`src/rtl/ddr3_rd_return.sv`:
```
// rtl/ddr3_rd_return.sv - DDR3 read return path: tag queue, burst capture FIFO, user beat handshake
//
// Receives the latency-aligned command word from the command delay line and queues
// the read tag. It captures BURST_BEATS PHY beats per read into a data FIFO and
// returns them to the user with a valid/ready handshake, the burst tag and a
// last-beat marker.
//
// Optional feature macro: DDR3_RD_TIMEOUT_EN (adds TIMEOUT_CYC and err_timeout).
//
// Ports:
//   clk, rst        clock, synchronous active-high reset
//   dly_cmd         delayed command word {valid, read, tag[5:0], addr[27:0]}
//   phy_rdata       PHY read data beat
//   phy_rvalid      phy_rdata valid this cycle
//   rd_valid        output beat available (data FIFO not empty)
//   rd_ready        consumer accepts beat
//   rd_data         output beat
//   rd_tag          tag of the burst the output beat belongs to
//   rd_last         final beat of the burst
//   pend_cnt        tags accepted whose bursts are not yet fully received
//   err_tag_ovf     sticky: tag pushed while tag FIFO full
//   err_orphan      sticky: beat received with no pending tag
//   err_data_ovf    sticky: beat received while data FIFO full
//   err_timeout     sticky: read data did not arrive in time (DDR3_RD_TIMEOUT_EN only)
module ddr3_rd_return #(
    parameter int DATA_W      = 64,
    parameter int BURST_BEATS = 8,
    parameter int TAG_DEPTH   = 8,
    parameter int DATA_DEPTH  = 32
`ifdef DDR3_RD_TIMEOUT_EN
    ,
    parameter int TIMEOUT_CYC = 64
`endif
) (
    input  logic                           clk,
    input  logic                           rst,
    input  logic [35:0]                    dly_cmd,
    input  logic [DATA_W-1:0]              phy_rdata,
    input  logic                           phy_rvalid,
    output logic                           rd_valid,
    input  logic                           rd_ready,
    output logic [DATA_W-1:0]              rd_data,
    output logic [5:0]                     rd_tag,
    output logic                           rd_last,
    output logic [$clog2(TAG_DEPTH):0]     pend_cnt,
    output logic                           err_tag_ovf,
    output logic                           err_orphan,
    output logic                           err_data_ovf
`ifdef DDR3_RD_TIMEOUT_EN
    ,
    output logic                           err_timeout
`endif
);

    localparam int TAW = $clog2(TAG_DEPTH);
    localparam int DAW = $clog2(DATA_DEPTH);
    localparam int BW  = $clog2(BURST_BEATS);
    localparam int PW  = TAW + 1;

    // Tag FIFO
    logic [5:0]     tag_mem [TAG_DEPTH];
    logic [TAW:0]   tag_wptr;
    logic [TAW:0]   tag_rptr;
    logic           tag_empty;
    logic           tag_full;

    // Data FIFO
    logic [DATA_W-1:0] data_mem [DATA_DEPTH];
    logic [DAW:0]      data_wptr;
    logic [DAW:0]      data_rptr;
    logic              data_empty;
    logic              data_full;

    logic [BW-1:0]  in_cnt;
    logic [BW-1:0]  out_cnt;

    logic           tag_req;
    logic           tag_push;
    logic           tag_pop;
    logic           orphan;
    logic           beat_acc;
    logic           burst_done;
    logic           data_wr;
    logic           xfer;
    logic           out_last;

    // Address bits of the command word play no part in read return.
    logic           unused_addr;
    assign unused_addr = ^dly_cmd[27:0];

    always_comb begin
        tag_empty  = (tag_wptr == tag_rptr);
        tag_full   = (tag_wptr[TAW] != tag_rptr[TAW]) &&
                     (tag_wptr[TAW-1:0] == tag_rptr[TAW-1:0]);
        data_empty = (data_wptr == data_rptr);
        data_full  = (data_wptr[DAW] != data_rptr[DAW]) &&
                     (data_wptr[DAW-1:0] == data_rptr[DAW-1:0]);

        tag_req    = dly_cmd[35] & dly_cmd[34];
        tag_push   = tag_req && !tag_full;

        // Only an accepted push makes a burst pending; a dropped tag must not
        // let the following beats advance framing against a zero pend_cnt.
        orphan     = phy_rvalid && (pend_cnt == '0) && !tag_push;
        beat_acc   = phy_rvalid && !orphan;
        // Beats dropped for a full data FIFO still count toward burst framing.
        burst_done = beat_acc && (in_cnt == BW'(BURST_BEATS - 1));
        data_wr    = beat_acc && !data_full;

        rd_valid   = !data_empty;
        xfer       = rd_valid && rd_ready;
        out_last   = (out_cnt == BW'(BURST_BEATS - 1));
        tag_pop    = xfer && out_last && !tag_empty;

        // Gated so the outputs read as zero when there is nothing to present.
        rd_data    = rd_valid ? data_mem[data_rptr[DAW-1:0]] : '0;
        rd_tag     = tag_empty ? 6'd0 : tag_mem[tag_rptr[TAW-1:0]];
        rd_last    = rd_valid && out_last;
    end

    always_ff @(posedge clk) begin
        if (tag_push) begin
            tag_mem[tag_wptr[TAW-1:0]] <= dly_cmd[33:28];
        end
        if (data_wr) begin
            data_mem[data_wptr[DAW-1:0]] <= phy_rdata;
        end
    end

    always_ff @(posedge clk) begin
        if (rst) begin
            tag_wptr     <= '0;
            tag_rptr     <= '0;
            data_wptr    <= '0;
            data_rptr    <= '0;
            in_cnt       <= '0;
            out_cnt      <= '0;
            pend_cnt     <= '0;
            err_tag_ovf  <= 1'b0;
            err_orphan   <= 1'b0;
            err_data_ovf <= 1'b0;
        end else begin
            if (tag_push) begin
                tag_wptr <= tag_wptr + (TAW+1)'(1);
            end
            if (tag_pop) begin
                tag_rptr <= tag_rptr + (TAW+1)'(1);
            end
            if (data_wr) begin
                data_wptr <= data_wptr + (DAW+1)'(1);
            end
            if (xfer) begin
                data_rptr <= data_rptr + (DAW+1)'(1);
                out_cnt   <= out_cnt + BW'(1);
            end
            if (beat_acc) begin
                in_cnt <= in_cnt + BW'(1);
            end

            case ({tag_push, burst_done})
                2'b10:   pend_cnt <= pend_cnt + PW'(1);
                2'b01:   pend_cnt <= pend_cnt - PW'(1);
                default: pend_cnt <= pend_cnt;
            endcase

            if (tag_req && tag_full) begin
                err_tag_ovf <= 1'b1;
            end
            if (orphan) begin
                err_orphan <= 1'b1;
            end
            if (beat_acc && data_full) begin
                err_data_ovf <= 1'b1;
            end
        end
    end

`ifdef DDR3_RD_TIMEOUT_EN
    localparam int TW = $clog2(TIMEOUT_CYC + 1);

    // Counts idle cycles while reads are outstanding; saturates at TIMEOUT_CYC.
    logic [TW-1:0] tmo_cnt;

    always_ff @(posedge clk) begin
        if (rst) begin
            tmo_cnt     <= '0;
            err_timeout <= 1'b0;
        end else begin
            if (phy_rvalid || (pend_cnt == '0)) begin
                tmo_cnt <= '0;
            end else if (tmo_cnt != TW'(TIMEOUT_CYC)) begin
                tmo_cnt <= tmo_cnt + TW'(1);
            end
            if (tmo_cnt == TW'(TIMEOUT_CYC)) begin
                err_timeout <= 1'b1;
            end
        end
    end
`endif

endmodule

```
`config.mk`:
```
export PLATFORM = sky130hd
export DESIGN_NAME = ddr3_rd_return
export DESIGN_NICKNAME = d
export VERILOG_FILES = /design/src/rtl/ddr3_rd_return.sv
export SDC_FILE = /design/constraint.sdc
export NUM_CORES = 2
export LEC_CHECK = 0
export CAP_MARGIN = 20
export CORE_UTILIZATION = 55
export DETAILED_ROUTE_END_ITERATION = 8
export GPL_ROUTABILITY_DRIVEN = 0
export PLACE_DENSITY = 0.72
export REMOVE_ABC_BUFFERS = 1
export SLEW_MARGIN = 0
export SYNTH_ARGS = -nofsm -noshare
export SYNTH_HDL_FRONTEND = slang
export SYNTH_SLANG_ARGS = --single-unit
```
`constraint.sdc`:
```
create_clock -name clk -period 19.8 [get_ports clk]
set_clock_uncertainty 0.1 [all_clocks]
set_input_delay 1.98 -clock clk [delete_from_list [all_inputs] [get_ports clk]]
set_output_delay 1.98 -clock clk [all_outputs]
set_load 0.02 [all_outputs]
```
* Word level (Yosys, flattened, before mapping)
Memories as Yosys holds them, arrays and structs flattened. A register that Yosys moved wholly into a read port is not among the register bits.
Index checks and enable logic that the tools add are counted.
** Word-level totals
- Bits in writable memories :: 2096
- Bits of input ports :: 104
- Memories kept :: 2
- Bits in latches :: 0
- Register bits :: 33
- Bits in read-only memories :: 0
- Word-level logic and storage cells :: 64
- Output and inout bits :: 79
** Memory list
- data_mem :: words 32, width 64, rd ports 1, clocked after memory_dff 1, write ports 1, RTL line 68 : logic [DATA_W-1:0] data_mem [DATA_DEPTH];
- tag_mem :: words 8, width 6, rd ports 1, clocked after memory_dff 1, write ports 1, RTL line 61 : logic [5:0] tag_mem [TAG_DEPTH];
** Operators by class
- Equality and inequality tests :: 10
- Multiply operators :: 0
- Reductions and logical operators :: 22
- Div/mod/pow operators :: 0
- Multiplexer cells :: 11
- Bitwise operators :: 1
- Shift operators :: 0
- $add $sub $neg :: 8
- Order comparisons :: 0
** Operators by type and width (count)
- $mux W64 :: 1
- $logic_and A1 B1 Y1 :: 14
- $add A4 B1 Y4 const B :: 3
- $add A6 B1 Y6 const B :: 2
- $mux W5 :: 2
- $pmux W4 S2 :: 1
- $add A3 B1 Y3 const B :: 2
- $eq A3 B3 Y1 const B :: 2
- $eq A6 B6 Y1 :: 1
- $logic_not A1 Y1 :: 6
- $mux W3 :: 2
- $mux W6 :: 1
- $eq A5 B5 Y1 :: 1
- $eq A4 B4 Y1 :: 1
- $logic_not A4 Y1 :: 1
- $mux W1 :: 4
- $sub A4 B1 Y4 const B :: 1
- $eq A3 B3 Y1 :: 1
- $eq A2 B1 Y1 const B :: 1
- $eq A2 B2 Y1 const B :: 1
- $ne A1 B1 Y1 :: 2
- $reduce_bool A2 Y1 :: 1
- $and A1 B1 Y1 :: 1

* Depth between registers and ports, before layout
- Word-level depth :: 11
- Mapped depth :: 13
- Gate-level depth less buffers :: 11

* Worst setup path after synthesis
Ideal clock, no wire load.
- Path type :: input-to-reg
- Start point :: input dly_cmd[35]
- End point :: memory data_mem[11][0], enable pin
- Data arrival time :: 7064 ps
- Slack :: 12071 ps
- Setup time :: 565 ps
- Stages on the path :: 5
- Path buffers :: 1
- Required time :: 19135 ps
- Cell sequence :: nand2_1 a41oi_4 o21ai_4 buf_2 nor3_1
** On the way
- Word-level cells in the longest chain between the ends :: 9
** Ends and longest elaborated chain
- start, declared :: RTL line 37 : input logic [35:0] dly_cmd,
- $and A1 B1 Y1 :: RTL line 99 : tag_req = dly_cmd[35] & dly_cmd[34];
- $logic_and A1 B1 Y1 :: RTL line 100 : tag_push = tag_req && !tag_full;
- $logic_not A1 Y1 :: RTL line 104 : orphan = phy_rvalid && (pend_cnt == '0) && !tag_push;
- $logic_and A1 B1 Y1 :: RTL line 104
- $logic_not A1 Y1 :: RTL line 105 : beat_acc = phy_rvalid && !orphan;
- $logic_and A1 B1 Y1 :: RTL line 105
- $logic_and A1 B1 Y1 :: RTL line 108 : data_wr = beat_acc && !data_full;
- $mux W1 :: RTL line 125 : if (data_wr) begin
- $mux W1 (not written as such) :: RTL line 126 : data_mem[data_wptr[DAW-1:0]] <= phy_rdata;
- end, declared :: RTL line 68
No other way between the ends.

==> metrics.txt <==
total gr overflow 0; core area 146000 µm²; number of DRC markers in iteration 0 4563; final WL 189000 µm; Hold Path Cell Cnt 2; Final Hold Violating Endpoints 0; Fmax 0.120 GHz; Top Ports 183; crit-path max FO 47; Final Util 0.628; Synth async-reset ratio 0; DRC 0; initial core utilization 0.557; Reg-to-Reg End data_mem[1][49]; Die Span Y 387 µm; status finished clean; nets 4127; Worst-path clk slew 60 ps; die width 387 µm; Hold Path Class reg -> reg; final setup violation count 0; largest net degree at the start of global routing 135; DP Area 85500 µm²; reg2reg start tag_wptr[2]; share of layout cells above drive strength 1 0.227; CTS Buffer Depth 3; Worst Hold End out_cnt[2]; Avg Vias per Cell 6.53; Synth Instances 3754; EDFF count, synth 2096; RSZ-0062 raised after global routing false; #FFs+latches synth 2137; first-pass iteration count of the detailed router 5; Die ar. 150000 µm²; clock sinks 2137; hold path startpoint out_cnt[2]; Post-DP HPWL 93800 µm; WL/cell 31.0 µm; vias in the first global route 40200; Seq/Total Area, Yosys 0.781; relative slew slack 0.215; Worst Max-Slew Pin Slew 1170 ps; post-synthesis cell area 81600 µm²; Synth Area per Inst 21.7 µm²; CP endpoint kind primary output; worst vdd ir 102 µV; YS warnings 0; Detail Route Antenna Nets 0; Final Cell Area 92000 µm²; Cell Rows 140; H-Tree Depth 4; Port Buffers 154; initial antenna violation count 10; multi-input logic area 17000 µm²; number of post-CTS setup repair buffers 0; hold_buf cts 0; first-pass GRT wire length 274000 µm; Vias 39700; CTS buffer count 200; period utilization 0.420; Pwr Density 105 nW/µm²; max cap viols 0; max-slew violation count 0; CTS tree built; synth-to-layout area growth 12.7%; Worst Reg-to-Reg Cells 6; CP arrival 6230 ps; Fillers 9708; Req. time, crit path 17720 ps; top_reg_cell synth edfxtp_1; TNS Setup 0 ps; clock insertion delay at the later pin of the skew report 840 ps; P_leak 0.0279 µW; post-synth cell types 54; fin crit period 8310 ps; overall routing resource usage 0.254; startpoint types flip-flop; critical path class reg -> out; flop2flop setup slack 14630 ps; Root Driver clkbuf_16; PostCTS Resize Cnt 0; Reg area 63800 µm²
worst max-delay path by stage:
| stage | startpoint | endpoint | slack (ps) | cells past startpoint |
|---|---|---|---|---|
| after global routing | flip-flop | rd_data[30] | 11020 | 9 |
| after global placement | flip-flop | rd_data[30] | 11700 | 9 |
| final | flip-flop | rd_data[30] | 11490 | 9 |
| after floorplan | flip-flop | rd_data[31] | -5810 | 5 |
| after CTS | flip-flop | rd_data[30] | 10780 | 9 |
| after detailed placement | flip-flop | rd_data[30] | 11720 | 9 |
placed cells by master, fill, tap and decap left out, types with 34 or more instances in the layout:
master           netlist  layout
clkinv_2               0      34
nand2_1               77      74
edfxtp_1            2096    2096
a211oi_1              51      51
mux4_2               514     514
clkdlybuf4s50_1        0     154
dfxtp_1               41      36
and2_1                48      48
o22ai_1               84      84
clkinv_1               0      46
buf_4                 45      91
nor4_1                51      51
nor2_1               274     249
clkbuf_16              0     203
mux2i_1               36      36
clkbuf_1              90      50
a22oi_1               40      40
flip-flops by register name, summed over array words and instances, names as in the netlist, 3 cells and up, named ones only:
signal	count
data_wptr	6
tag_wptr	4
data_rptr	6
data_mem	2048
out_cnt	3
tag_rptr	4
pend_cnt	4
in_cnt	3
tag_mem	48
through the flow:
step	cells	power, µW	hold slack (ps)	worst slack, ps
6_report	6089	9650	361	11490
5_1_grt	6089	9940	390	11020
4_1_cts	6078	9710	364	10780
3_5_place_dp	5713	6060	355	11720
3_3_place_gp	5712	6040	348	11700
2_1_floorplan	3549	6270	334	-5810
logic make-up after synthesis:
logic type / Yosys count / share of synthesized area
AOI/OAI and AO/OA: 262 / 0.0228
xor gates and xnor gates: 24 / 0.00258
adders and majority gates: 15 / 0.00239
buffers and inverters: 215 / 0.0131
DFF: 2137 / 0.781
muxes: 558 / 0.147
and+or+nand+nor: 543 / 0.0306
layer usage:
layer	GRT usage	routed length, µm	up-vias	share of wire
met5	0	47	-	0.00025
met4	0.0762	4610	8	0.024
met3	0.0493	19300	319	0.10
met2	0.404	91500	2182	0.49
met1	0.361	73200	21000	0.39
li1	-	-	16200	-
synthesized netlist by cell type (12+ instances only):
master	count	area share
a21oi_1	19	0.0012
nor4_1	51	0.0039
nand2_1	77	0.0035
ha_1	14	0.0021
a22o_1	13	0.0014
mux4_2	514	0.14
nor2b_1	12	0.00092
o22ai_1	84	0.0064
nor2_1	274	0.013
nor3_1	13	0.00080
edfxtp_1	2096	0.77
buf_1	22	0.0010
buf_2	43	0.0026
a22oi_1	40	0.0037
a211oi_1	51	0.0047
nand3_1	22	0.0013
buf_4	45	0.0041
o21ai_0	12	0.00074
o221ai_1	19	0.0020
and2_1	48	0.0037
xnor2_1	13	0.0014
mux2i_1	36	0.0044
dfxtp_1	41	0.010
clkbuf_1	90	0.0041
final cells by class:
class / count / share of cell area
Sequential cell: 2137 / 0.693
Antenna cell: 1 / 0.0000272
Clock inverter: 113 / 0.0111
Clock buffer: 252 / 0.0570
Tap cell: 1917 / 0.0261
Timing Repair Buffer: 257 / 0.0269
Multi-Input combinational cell: 1402 / 0.185
Inverter: 10 / 0.000490
power by group:
| group | internal [µW] | switching [µW] | total, µW |
|---|---|---|---|
| Combinational | 460 | 495 | 956 |
| Sequential | 4990 | 16.3 | 5010 |
| Clock | 2060 | 1630 | 3690 |
critical path: stages, from the launching register on:
cell	delay, ps
dfxtp_4	640
buf_4	700
buf_4	740
buf_4	840
mux2_2	310
a221oi_1	90
nor3b_1	230
a211oi_1	90
nor4_1	920
clkdlybuf4s50_1	780
No activity file was read; power rests on OpenSTA's default activity.
